### src/rtl/fpga_reset_sequencer.sv
// Board reset sequencer: syncs/debounces board inputs, gates SoC reset on lock/calib, stretches it, latches boot mode, records cause.
// Latency: async inputs take 2 sync cycles plus 1 state cycle; soc_rst_no changes in the same cycle as state_o.
// Backpressure: none; a held vio_reset_i parks the FSM in HOLD, a held button never retriggers.
module fpga_reset_sequencer #(
  parameter int DebounceCycles = 50000,
  parameter int HoldCycles     = 16,
  parameter bit UseDram        = 1'b1
) (
  input  logic       clk_i,
  input  logic       rst_i,
  input  logic       button_i,
  input  logic       vio_reset_i,
  input  logic       mmcm_locked_i,
  input  logic       dram_calib_i,
  input  logic [1:0] boot_mode_i,
  output logic       soc_rst_no,
  output logic [1:0] boot_mode_o,
  output logic [1:0] rst_cause_o,
  output logic [2:0] state_o
);

  localparam int DbW   = $clog2(DebounceCycles + 1);
  localparam int HoldW = (HoldCycles > 1) ? $clog2(HoldCycles) : 1;
  localparam logic [DbW-1:0]   DbMax    = DbW'(DebounceCycles);
  localparam logic [HoldW-1:0] HoldLast = HoldW'(HoldCycles - 1);

  localparam logic [1:0] CauseBtn  = 2'd1;
  localparam logic [1:0] CauseVio  = 2'd2;
  localparam logic [1:0] CauseLock = 2'd3;

  typedef enum logic [2:0] {
    IDLE     = 3'd0,
    WAIT_CLK = 3'd1,
    WAIT_MEM = 3'd2,
    HOLD     = 3'd3,
    RUN      = 3'd4
  } state_e;

  state_e           state_q, state_n;
  logic [1:0]       btn_sync, lock_sync, calib_sync;
  logic             btn_s, locked_s, calib_s;
  logic             btn_db;
  logic [DbW-1:0]   db_cnt;
  logic             btn_req;
  logic [HoldW-1:0] hold_cnt;
  logic             hold_restart;
  logic [1:0]       cause_n;

  assign btn_s    = btn_sync[1];
  assign locked_s = lock_sync[1];
  assign calib_s  = calib_sync[1];
  assign state_o  = state_q;

  // A request is the single cycle in which the debounced level is about to rise.
  assign btn_req = btn_s && !btn_db && (db_cnt == DbMax);

  // Two-flop synchronisers for the asynchronous board signals.
  always_ff @(posedge clk_i or posedge rst_i) begin
    if (rst_i) begin
      btn_sync   <= '0;
      lock_sync  <= '0;
      calib_sync <= '0;
    end else begin
      btn_sync   <= {btn_sync[0], button_i};
      lock_sync  <= {lock_sync[0], mmcm_locked_i};
      calib_sync <= {calib_sync[0], dram_calib_i};
    end
  end

  // Debounce: count while the synced button disagrees with the debounced level; any agreement restarts the count.
  always_ff @(posedge clk_i or posedge rst_i) begin
    if (rst_i) begin
      btn_db <= 1'b0;
      db_cnt <= '0;
    end else if (btn_s == btn_db) begin
      db_cnt <= '0;
    end else if (db_cnt == DbMax) begin
      btn_db <= btn_s;
      db_cnt <= '0;
    end else begin
      db_cnt <= db_cnt + 1'b1;
    end
  end

  // Next-state, hold-restart and cause selection; requests are prioritised lock > vio > button.
  always_comb begin
    state_n      = state_q;
    hold_restart = 1'b0;
    cause_n      = rst_cause_o;
    case (state_q)
      IDLE: state_n = WAIT_CLK;
      WAIT_CLK: begin
        if (locked_s) state_n = UseDram ? WAIT_MEM : HOLD;
      end
      WAIT_MEM: begin
        if (!locked_s)    state_n = WAIT_CLK;
        else if (calib_s) state_n = HOLD;
      end
      HOLD: begin
        if (!locked_s) begin
          state_n = WAIT_CLK;
        end else if (vio_reset_i || btn_req) begin
          hold_restart = 1'b1;
          cause_n      = vio_reset_i ? CauseVio : CauseBtn;
        end else if (hold_cnt == HoldLast) begin
          state_n = RUN;
        end
      end
      RUN: begin
        if (!locked_s) begin
          state_n = WAIT_CLK;
          cause_n = CauseLock;
        end else if (vio_reset_i) begin
          state_n = HOLD;
          cause_n = CauseVio;
        end else if (btn_req) begin
          state_n = HOLD;
          cause_n = CauseBtn;
        end
      end
      default: state_n = IDLE;
    endcase
  end

  // State, hold counter and registered outputs; soc_rst_no follows next-state so it moves with state_o.
  always_ff @(posedge clk_i or posedge rst_i) begin
    if (rst_i) begin
      state_q     <= IDLE;
      hold_cnt    <= '0;
      soc_rst_no  <= 1'b0;
      boot_mode_o <= 2'b00;
      rst_cause_o <= 2'b00;
    end else begin
      state_q     <= state_n;
      rst_cause_o <= cause_n;
      soc_rst_no  <= (state_n == RUN);
      if (state_q == HOLD && state_n == HOLD && !hold_restart) hold_cnt <= hold_cnt + 1'b1;
      else                                                    hold_cnt <= '0;
      if (state_q == HOLD && state_n == RUN) boot_mode_o <= boot_mode_i;
    end
  end

endmodule

### config.mk
export PLATFORM = sky130hd
export DESIGN_NAME = fpga_reset_sequencer
export DESIGN_NICKNAME = d
export VERILOG_FILES = /design/src/rtl/fpga_reset_sequencer.sv
export SDC_FILE = /design/constraint.sdc
export NUM_CORES = 1
export LEC_CHECK = 0
export CORE_UTILIZATION = 40
export DETAILED_ROUTE_END_ITERATION = 6
export GPL_ROUTABILITY_DRIVEN = 0
export PLACE_DENSITY_LB_ADDON = 0.05
export SLEW_MARGIN = 20
export SYNTH_ARGS = -nofsm -noshare
export SYNTH_HDL_FRONTEND = slang
export SYNTH_SLANG_ARGS = --single-unit
### constraint.sdc
create_clock -name clk_i -period 2.5 [get_ports clk_i]
set_clock_uncertainty 0.1 [all_clocks]
set_input_delay 0.75 -clock clk_i [delete_from_list [all_inputs] [get_ports clk_i]]
set_output_delay 0.75 -clock clk_i [all_outputs]
set_load 0.02 [all_outputs]
==> qor.txt, run 1 <==
layout cell share with drive strength beyond 1: 12.07%
setup slack on the worst flop-to-flop path: 0.36 ns
DRC violations left: 0
number of failing setup endpoints in the final timing report: 0
run status: finished clean
worst min-delay path startpoint: calib_sync[0]
global-route usage over all layers: 16.56%
most frequent standard cell in the layout excluding fill and tap cells: dfrtp_1
end point of the worst hold path: calib_sync[1]
final global-route overflow total: 0
Top delay family on crit path: buffers and inverters
Worst Hold Depth: 0
cts-stage hold buffer count: 0
synthesized instance count: 152
Hold Path Class: reg -> reg
origin of the critical flop-to-flop path: db_cnt[0]
WL per Instance: 13.78 um
Setup crit end kind: primary output
maximum number of pins on one net before global-route repair: 36
Worst Setup Start Kind: flip-flop
drt via density: 5.383
via count of the first global-routing pass: 1,183
clock insertion delay at the later pin of the skew report: 0.28 ns
critical path's largest stage delay: 0.66 ns
crit-path cells: clkdlybuf4s50_1
maximum number of buffers from clock root to sink: 2
die span in x: 65.89 um
Inserted Diodes: 0
highest-count cells in the layout ignoring fill and taps: dfrtp_1 (35), nor2_1 (21), clkdlybuf4s50_1 (15), nand3_1 (10), inv_1 (8)
Setup Crit Path Kind: reg -> out
Floorplan Core Area: 0.003799 mm^2
number of top-level design ports: 16
post-CTS sizing: 0
count of pins over their slew limit: 0
part of the Yosys area used for sequential elements: 53.64%
antenna violations before repair: 0
clock tree from TritonCTS: yes
chip height: 65.89 um
worst-case headroom to the max-slew limit: 69.49%
number of nets produced by synthesis: 164
Post-Place Setup Slack: 0.3633 ns
Power Dens Cells: 630.5 mW/mm^2
minimum clock period: 2.269 ns
count of placed standard cells including taps: 215
Rows: 22
Final nets: 186
r2r worst-path depth: 6
First-pass DRT Iterations: 4
count of clock tree sinks: 35
CTS Buf Count: 5
Syn-to-layout area delta: 18.77%
post-detail-place hpwl: 2.228 mm
total setup buffers inserted after CTS: 0
required time reported for the critical path endpoint: 1.65 ns
wire length of the first global-routing pass: 5.306 mm
count of final hold-check violations: 0
final antenna-violating net count: 0
fmax: 440.7 MHz
number of unique standard cell types used by synthesis: 38
total of flip-flops plus latches after synthesis: 35
pin slew with the least headroom to its limit: 0.4515 ns
CTS Root Cell: clkbuf_8
buffer and inverter count on the worst path: 1
CP max FO: 7
Peak supply drop: 385.7 uV
clock-pin slew on the worst setup and hold paths: 0.07 ns
setup slack after layout: 0.2309 ns
number of vias after detailed routing: 1,195
Worst path slowest cell: clkdlybuf4s50_1
Filler Cell Count: 347
htree depth: 2
overall power after layout: 1.223 mW
DRC marker count from the first detailed-route iteration: 56
total leakage power: 0.8625 nW
post-route clock period utilization: 90.77%
yosys synthesis warning count: 0
Routed WL: 3.060 mm
worst path arrival time: 1.42 ns
setup repair after global routing missed its margin: false
max-cap violation count: 0
post-synthesis instance area: 0.001633 mm^2
DIE AREA: 0.004341 mm^2
endpoint of the most critical register-to-register path: boot_mode_o[1]
final total negative setup slack: 0 ns
Non-Filler Instances: 222
number of I/O port buffers: 15
initial core utilization: 42.98%
Avg Synthesized Cell Area: 10.74 um^2
==> sequential cells by signal, indices dropped and copies added, names as in the netlist <==
name and cells:
calib_sync 2, state_o 3, boot_mode_o 2, hold_cnt 4, db_cnt 16, rst_cause_o 2, btn_db 1, lock_sync 2
soc_rst_no 1, btn_sync 2
==> worst max path at each step <==
stage                          end  cells after the start   startpoint  slack (ns)
global route        boot_mode_o[1]                      6    db_cnt[0]        0.14
CTS                     state_o[2]                      1   state_o[2]        0.23
global placement        state_o[0]                      5  vio_reset_i        0.46
floorplan           boot_mode_o[0]                      6    db_cnt[0]        0.68
detailed placement  boot_mode_o[1]                      6    db_cnt[0]        0.36
finish                  state_o[2]                      1   state_o[2]        0.23
==> final cells by class <==
| cell class | instances | area, um^2 | area share (%) |
|---|---|---|---|
| well taps | 48 | 60.06 | 3.097 |
| repair buffers | 18 | 172.7 | 8.903 |
| clock buffers | 6 | 82.58 | 4.258 |
| multi-input cells | 106 | 713.2 | 36.77 |
| flip-flops and latches | 35 | 875.8 | 45.16 |
| inverters | 8 | 30.03 | 1.548 |
| clock inverters | 1 | 5.005 | 0.2581 |
==> stage by stage <==
stage | instance area (um^2) | hold WS, ns | utilization, %
floorplan | 1633 | 0.2312 | -
global placement | 1852 | 0.2342 | 48.75
detailed placement | 1852 | 0.2413 | 48.75
CTS | 1939 | 0.2563 | 51.05
global route | 1939 | 0.2566 | 51.05
finish | 1939 | 0.2523 | 51.05
==> cells by family after synthesis <==
| group | count (synthesis) | synth area share (%) |
|---|---|---|
| simple gates | 68 | 23.91 |
| fa+ha+maj | 4 | 3.065 |
| mux | 3 | 2.069 |
| xor+xnor | 14 | 7.510 |
| buf+inv | 11 | 2.681 |
| flops | 35 | 53.64 |
| compound gates | 17 | 7.127 |
==> per-layer routing <==
metal / up-vias / part of all wire (%) / wire length (um) / GRT usage [%]
li1: 580 / - / - / -
met1: 588 / 50 / 1522 / 22.45
met2: 23 / 45 / 1386 / 24.36
met3: 4 / 3.6 / 111 / 4.655
met4: 0 / 1.2 / 38 / 7.337
met5: - / 0 / 0 / 0
==> Yosys cell counts <==
master | instances | area, um^2
dfrtp_1 | 35 | 875.8
nand2b_1 | 1 | 6.260
and3_2 | 2 | 15.01
nand2_1 | 5 | 18.77
and4_4 | 1 | 11.26
clkbuf_1 | 1 | 3.750
and3_1 | 4 | 25.02
a311oi_1 | 1 | 8.760
o21ai_0 | 3 | 15.01
a31oi_1 | 1 | 6.260
nor4_1 | 1 | 6.260
a21o_1 | 1 | 7.510
a22o_1 | 2 | 17.52
nor2_1 | 21 | 78.83
and4_2 | 1 | 10.01
nand4_4 | 1 | 21.27
nor4bb_1 | 1 | 10.01
xnor2_1 | 7 | 61.31
inv_1 | 8 | 30.03
buf_2 | 1 | 5.000
and3b_1 | 2 | 17.52
xor2_1 | 7 | 61.31
a22oi_1 | 1 | 7.510
a21oi_1 | 4 | 20.02
or4_1 | 1 | 7.510
mux2_2 | 3 | 33.78
clkbuf_2 | 1 | 5.000
nor3_1 | 4 | 20.02
nor2b_1 | 2 | 12.51
ha_1 | 4 | 50.05
o31ai_1 | 2 | 15.01
nor4b_1 | 2 | 17.52
nand3_1 | 10 | 50.05
o211a_1 | 1 | 10.01
a21oi_2 | 1 | 8.760
or4_4 | 1 | 11.26
or3_2 | 1 | 7.510
nand4_1 | 7 | 43.79
==> report_power, final <==
part           total, mW  leakage [nW]  switching [mW]  internal [mW]
clock              0.400        0.0470           0.184          0.216
combinational      0.193         0.353           0.101         0.0916
sequential         0.630         0.463          0.0330          0.597
total               1.22         0.863           0.319          0.904
(Power assumes the default switching activity.)
==> run 2, diff against run 1 <==
CORE_MARGIN = 3   (was not set)
CTS_CLUSTER_SIZE = 16   (was not set)
==> run 2 against run 1 <==
Net effect: worst hold slack lost 0.0034 ns; critical path depth did not move; clock-buffer cell count unchanged; sequential cell count unchanged; maximum frequency is 0.29% lower; largest power group unchanged; combinational power hardly changed; clock power down 9.0%; sequential power about the same; final area is 0.77% lower; critical endpoint unchanged; die area grew 13%; cell count decreased by 0.45%.
==> qor.txt, run 2 (same netlist as run 1, synthesis figures left out) <==
Worst Setup Start Kind: flip-flop
Floorplan Core Area: 0.003799 mm^2
global-route usage over all layers: 14.03%
Peak supply drop: 281.2 uV
count of final hold-check violations: 0
required time reported for the critical path endpoint: 1.65 ns
Filler Cell Count: 343
most frequent standard cell in the layout excluding fill and tap cells: dfrtp_1
setup repair after global routing missed its margin: false
total leakage power: 0.8526 nW
worst-case headroom to the max-slew limit: 70.27%
minimum hold slack: 0.2489 ns
minimum clock period: 2.276 ns
number of top-level design ports: 16
final global-route overflow total: 0
First-pass DRT Iterations: 4
via count of the first global-routing pass: 1,126
Top delay family on crit path: buffers and inverters
max-cap violation count: 0
combined flip-flop and latch cell area: 875.8 um^2
number of vias after detailed routing: 1,144
CTS Root Cell: clkbuf_8
utilization of the core after routing: 50.66%
Power Dens Cells: 616.6 mW/mm^2
Biggest register: db_cnt
CP max FO: 7
Rows: 22
cts-stage hold buffer count: 0
initial core utilization: 42.98%
Setup crit end kind: primary output
wire length of the first global-routing pass: 5.402 mm
final total negative setup slack: 0 ns
crit-path cells: clkdlybuf4s50_1
WL per Instance: 13.76 um
Final nets: 186
Setup Crit Path Kind: reg -> out
DR top layer: met4
finished layout cell area: 0.001924 mm^2
Syn-to-layout area delta: 17.85%
Hold Path Class: reg -> reg
clock tree from TritonCTS: yes
setup slack after layout: 0.2243 ns
wire length on met2: 1.416 mm
pin slew with the least headroom to its limit: 0.4400 ns
area after detailed placement: 0.001852 mm^2
total setup buffers inserted after CTS: 0
Worst path slowest cell: clkdlybuf4s50_1
maximum number of pins on one net before global-route repair: 36
die span in x: 69.89 um
DIE AREA: 0.004885 mm^2
layout cell share with drive strength beyond 1: 10.98%
count of clock tree sinks: 35
CTS Buf Count: 5
run status: finished clean
clock-pin slew on the worst setup and hold paths: 0.06 ns
buffer and inverter count on the worst path: 1
number of failing setup endpoints in the final timing report: 0
area used by multi-input combinational logic: 713.2 um^2
worst path arrival time: 1.43 ns
total met3 wirelength after detailed routing: 107 um
drt via density: 5.176
post-detail-place hpwl: 2.200 mm
critical path's largest stage delay: 0.66 ns
number of I/O port buffers: 15
final antenna-violating net count: 0
DRC violations left: 0
Inserted Diodes: 0
antenna violations before repair: 0
post-CTS sizing: 0
chip height: 69.89 um
Post-Place Setup Slack: 0.4128 ns
htree depth: 2
count of pins over their slew limit: 0
max reg flops: 16
maximum number of buffers from clock root to sink: 2
fmax: 439.4 MHz
post-route met1 wirelength: 1.489 mm
post-route clock period utilization: 91.03%
highest-count cells in the layout ignoring fill and taps: dfrtp_1 (35), nor2_1 (21), clkdlybuf4s50_1 (15), nand3_1 (10), inv_1 (8)
clock insertion delay at the later pin of the skew report: 0.28 ns
DRC marker count from the first detailed-route iteration: 59
Routed WL: 3.042 mm
[run 2: cell types whose count changed in the layout (fill, tap and decap cells not counted), sizes merged]
cell,before,now
clkinv,1,0
[run 2: worst paths after layout]
path / cells past startpoint / slack [ns] / startpoint / endpoint
max in group asynchronous: 3 / 1.22 / rst_i / db_cnt[11]
min in group asynchronous: 3 / 0.76 / rst_i / db_cnt[7]
setup / recovery: 1 / 0.22 / state_o[2] / state_o[2]
hold reg to reg: 0 / 0.25 / calib_sync[0] / calib_sync[1]
setup reg to reg: 6 / 0.39 / db_cnt[0] / boot_mode_o[1]
hold / removal: 0 / 0.25 / calib_sync[0] / calib_sync[1]
[run 2: stage by stage]
| step | total power, mW | std cells |
|---|---|---|
| after CTS | 1.204 | 221 |
| final | 1.187 | 221 |
| after floorplan | 0.7559 | 152 |
| after global placement | 0.8334 | 215 |
| after detailed placement | 0.8338 | 215 |
| after global routing | 1.260 | 221 |
[run 2: layer usage]
metal  GRT usage (%)  vias up
met1           19.78      549
li1                -      575
met5               0        -
met3           6.043        4
met4           3.191        0
met2           19.94       16
[run 2: cell type report]
type | count | share of cell area (%)
Clock buffer | 6 | 3.771
Inverter | 8 | 1.560
Multi-Input combinational cell | 106 | 37.06
Sequential cell | 35 | 45.51
Tap cell | 48 | 3.121
Timing Repair Buffer | 18 | 8.973
[run 2: worst register-to-register path, delay by kind of cell, from the launching register on]
family / cells / cell delay (ns)
flip-flops: 1 / 0.42
AND/OR/NAND/NOR: 3 / 0.92
buffers and inverters: 1 / 0.07
multiplexers: 1 / 0.35
adder cells (fa/ha/maj): 1 / 0.13
[run 2: power by group]
| part | total, mW | switching (mW) | internal [mW] |
|---|---|---|---|
| logic | 0.193 | 0.102 | 0.0913 |
| registers | 0.630 | 0.0326 | 0.597 |
| clock network | 0.364 | 0.179 | 0.185 |
| total | 1.19 | 0.313 | 0.874 |
==> run 3, diff against run 2 <==
CAP_MARGIN = 25   (was not set)
CORE_MARGIN = 1   (was 3)
GPL_TIMING_DRIVEN = 0   (was not set)
==> run 3 against run 2 <==
Net effect: first-iteration DRC count up 15%; die area fell by 11%; largest cell class unchanged; non-clock buffer count did not move; critical path depth unchanged.
==> qor.txt, run 3 (same netlist as run 1, synthesis figures left out) <==
post-detail-place hpwl: 2.062 mm
combined flip-flop and latch cell area: 875.8 um^2
max-cap violation count: 0
worst path arrival time: 1.42 ns
clock-pin slew on the worst setup and hold paths: 0.08 ns
total leakage power: 0.8501 nW
via count of the first global-routing pass: 1,137
post-CTS sizing: 0
drt via density: 5.197
buffer and inverter count on the worst path: 1
final global-route overflow total: 0
Post-Place Setup Slack: 0.2090 ns
clock insertion delay at the later pin of the skew report: 0.29 ns
htree depth: 2
max reg flops: 16
Routed WL: 2.957 mm
critical path's largest stage delay: 0.65 ns
Worst Setup Start Kind: flip-flop
cts-stage hold buffer count: 0
DIE AREA: 0.004341 mm^2
Worst path slowest cell: clkdlybuf4s50_1
DRC marker count from the first detailed-route iteration: 68
final total negative setup slack: 0 ns
post-route clock period utilization: 90.86%
antenna violations before repair: 0
number of top-level design ports: 16
final antenna-violating net count: 0
utilization of the core after routing: 50.76%
pin slew with the least headroom to its limit: 0.7069 ns
total setup buffers inserted after CTS: 0
Setup crit end kind: primary output
CTS Buf Count: 5
Top delay family on crit path: buffers and inverters
initial core utilization: 42.98%
global-route track usage on met2: 22.45%
fmax: 440.2 MHz
layout cell share with drive strength beyond 1: 12.00%
required time reported for the critical path endpoint: 1.65 ns
Inserted Diodes: 0
wire length of the first global-routing pass: 5.278 mm
die span in x: 65.89 um
Filler Cell Count: 361
run status: finished clean
Power Dens Cells: 632.9 mW/mm^2
number of I/O port buffers: 15
Non-Filler Instances: 223
Rows: 22
crit-path cells: clkdlybuf4s50_1
Hold Path Class: reg -> reg
chip height: 65.89 um
count of pins over their slew limit: 0
clock tree from TritonCTS: yes
CTS Root Cell: clkbuf_8
most utilized layer in the global route result: met1
Syn-to-layout area delta: 18.08%
count of placed standard cells including taps: 215
WL per Instance: 13.26 um
grt met3 use: 5.862%
maximum number of buffers from clock root to sink: 2
Peak supply drop: 373.1 uV
Floorplan Core Area: 0.003799 mm^2
maximum number of pins on one net before global-route repair: 36
worst-case headroom to the max-slew limit: 52.80%
Biggest register: db_cnt
setup repair after global routing missed its margin: false
Setup Crit Path Kind: reg -> out
most frequent standard cell in the layout excluding fill and tap cells: dfrtp_1
DRC violations left: 0
minimum clock period: 2.272 ns
CP max FO: 7
Final nets: 186
area used by multi-input combinational logic: 713.2 um^2
number of vias after detailed routing: 1,159
setup slack after layout: 0.2285 ns
highest-count cells in the layout ignoring fill and taps: dfrtp_1 (35), nor2_1 (21), clkdlybuf4s50_1 (15), nand3_1 (10)
count of clock tree sinks: 35
First-pass DRT Iterations: 4
overall power after layout: 1.220 mW
count of final hold-check violations: 0
global-route usage over all layers: 16.65%
minimum hold slack: 0.2493 ns
finished layout cell area: 0.001928 mm^2
number of failing setup endpoints in the final timing report: 0
area after detailed placement: 0.001843 mm^2
met1 Usage GRT: 23.30%
[run 3: worst paths after layout]
kind / from / endpoint / slack (ns) / cells past startpoint
worst max-delay path: state_o[2] / state_o[2] / 0.23 / 1
worst min register to register: lock_sync[0] / lock_sync[1] / 0.25 / 0
worst min-delay path: lock_sync[0] / lock_sync[1] / 0.25 / 0
worst max register to register: db_cnt[0] / boot_mode_o[0] / 0.31 / 6
max in group asynchronous: rst_i / db_cnt[11] / 1.04 / 2
min in group asynchronous: rst_i / rst_cause_o[0] / 0.78 / 2
[run 3: metal layers]
metal	vias up	share of wire, %	wire, um
li1	579	-	-
met1	561	53	1554
met2	13	43	1258
met3	6	3.0	89
met4	0	1.8	54
met5	-	0	0
[run 3: final cells by class]
cell class / instances / share of cell area, %
Buffer: 3 / 0.7138
Clock buffer: 6 / 3.764
Clock inverter: 2 / 0.6489
Inverter: 8 / 1.557
Multi-Input combinational cell: 106 / 36.99
Sequential cell: 35 / 45.43
Tap cell: 48 / 3.115
Timing Repair Buffer: 15 / 7.787
[run 3: power by group]
| group | switching (mW) | internal (mW) |
|---|---|---|
| Sequential | 0.0297 | 0.596 |
| Combinational | 0.105 | 0.0919 |
| Clock | 0.202 | 0.194 |
| Total | 0.337 | 0.883 |
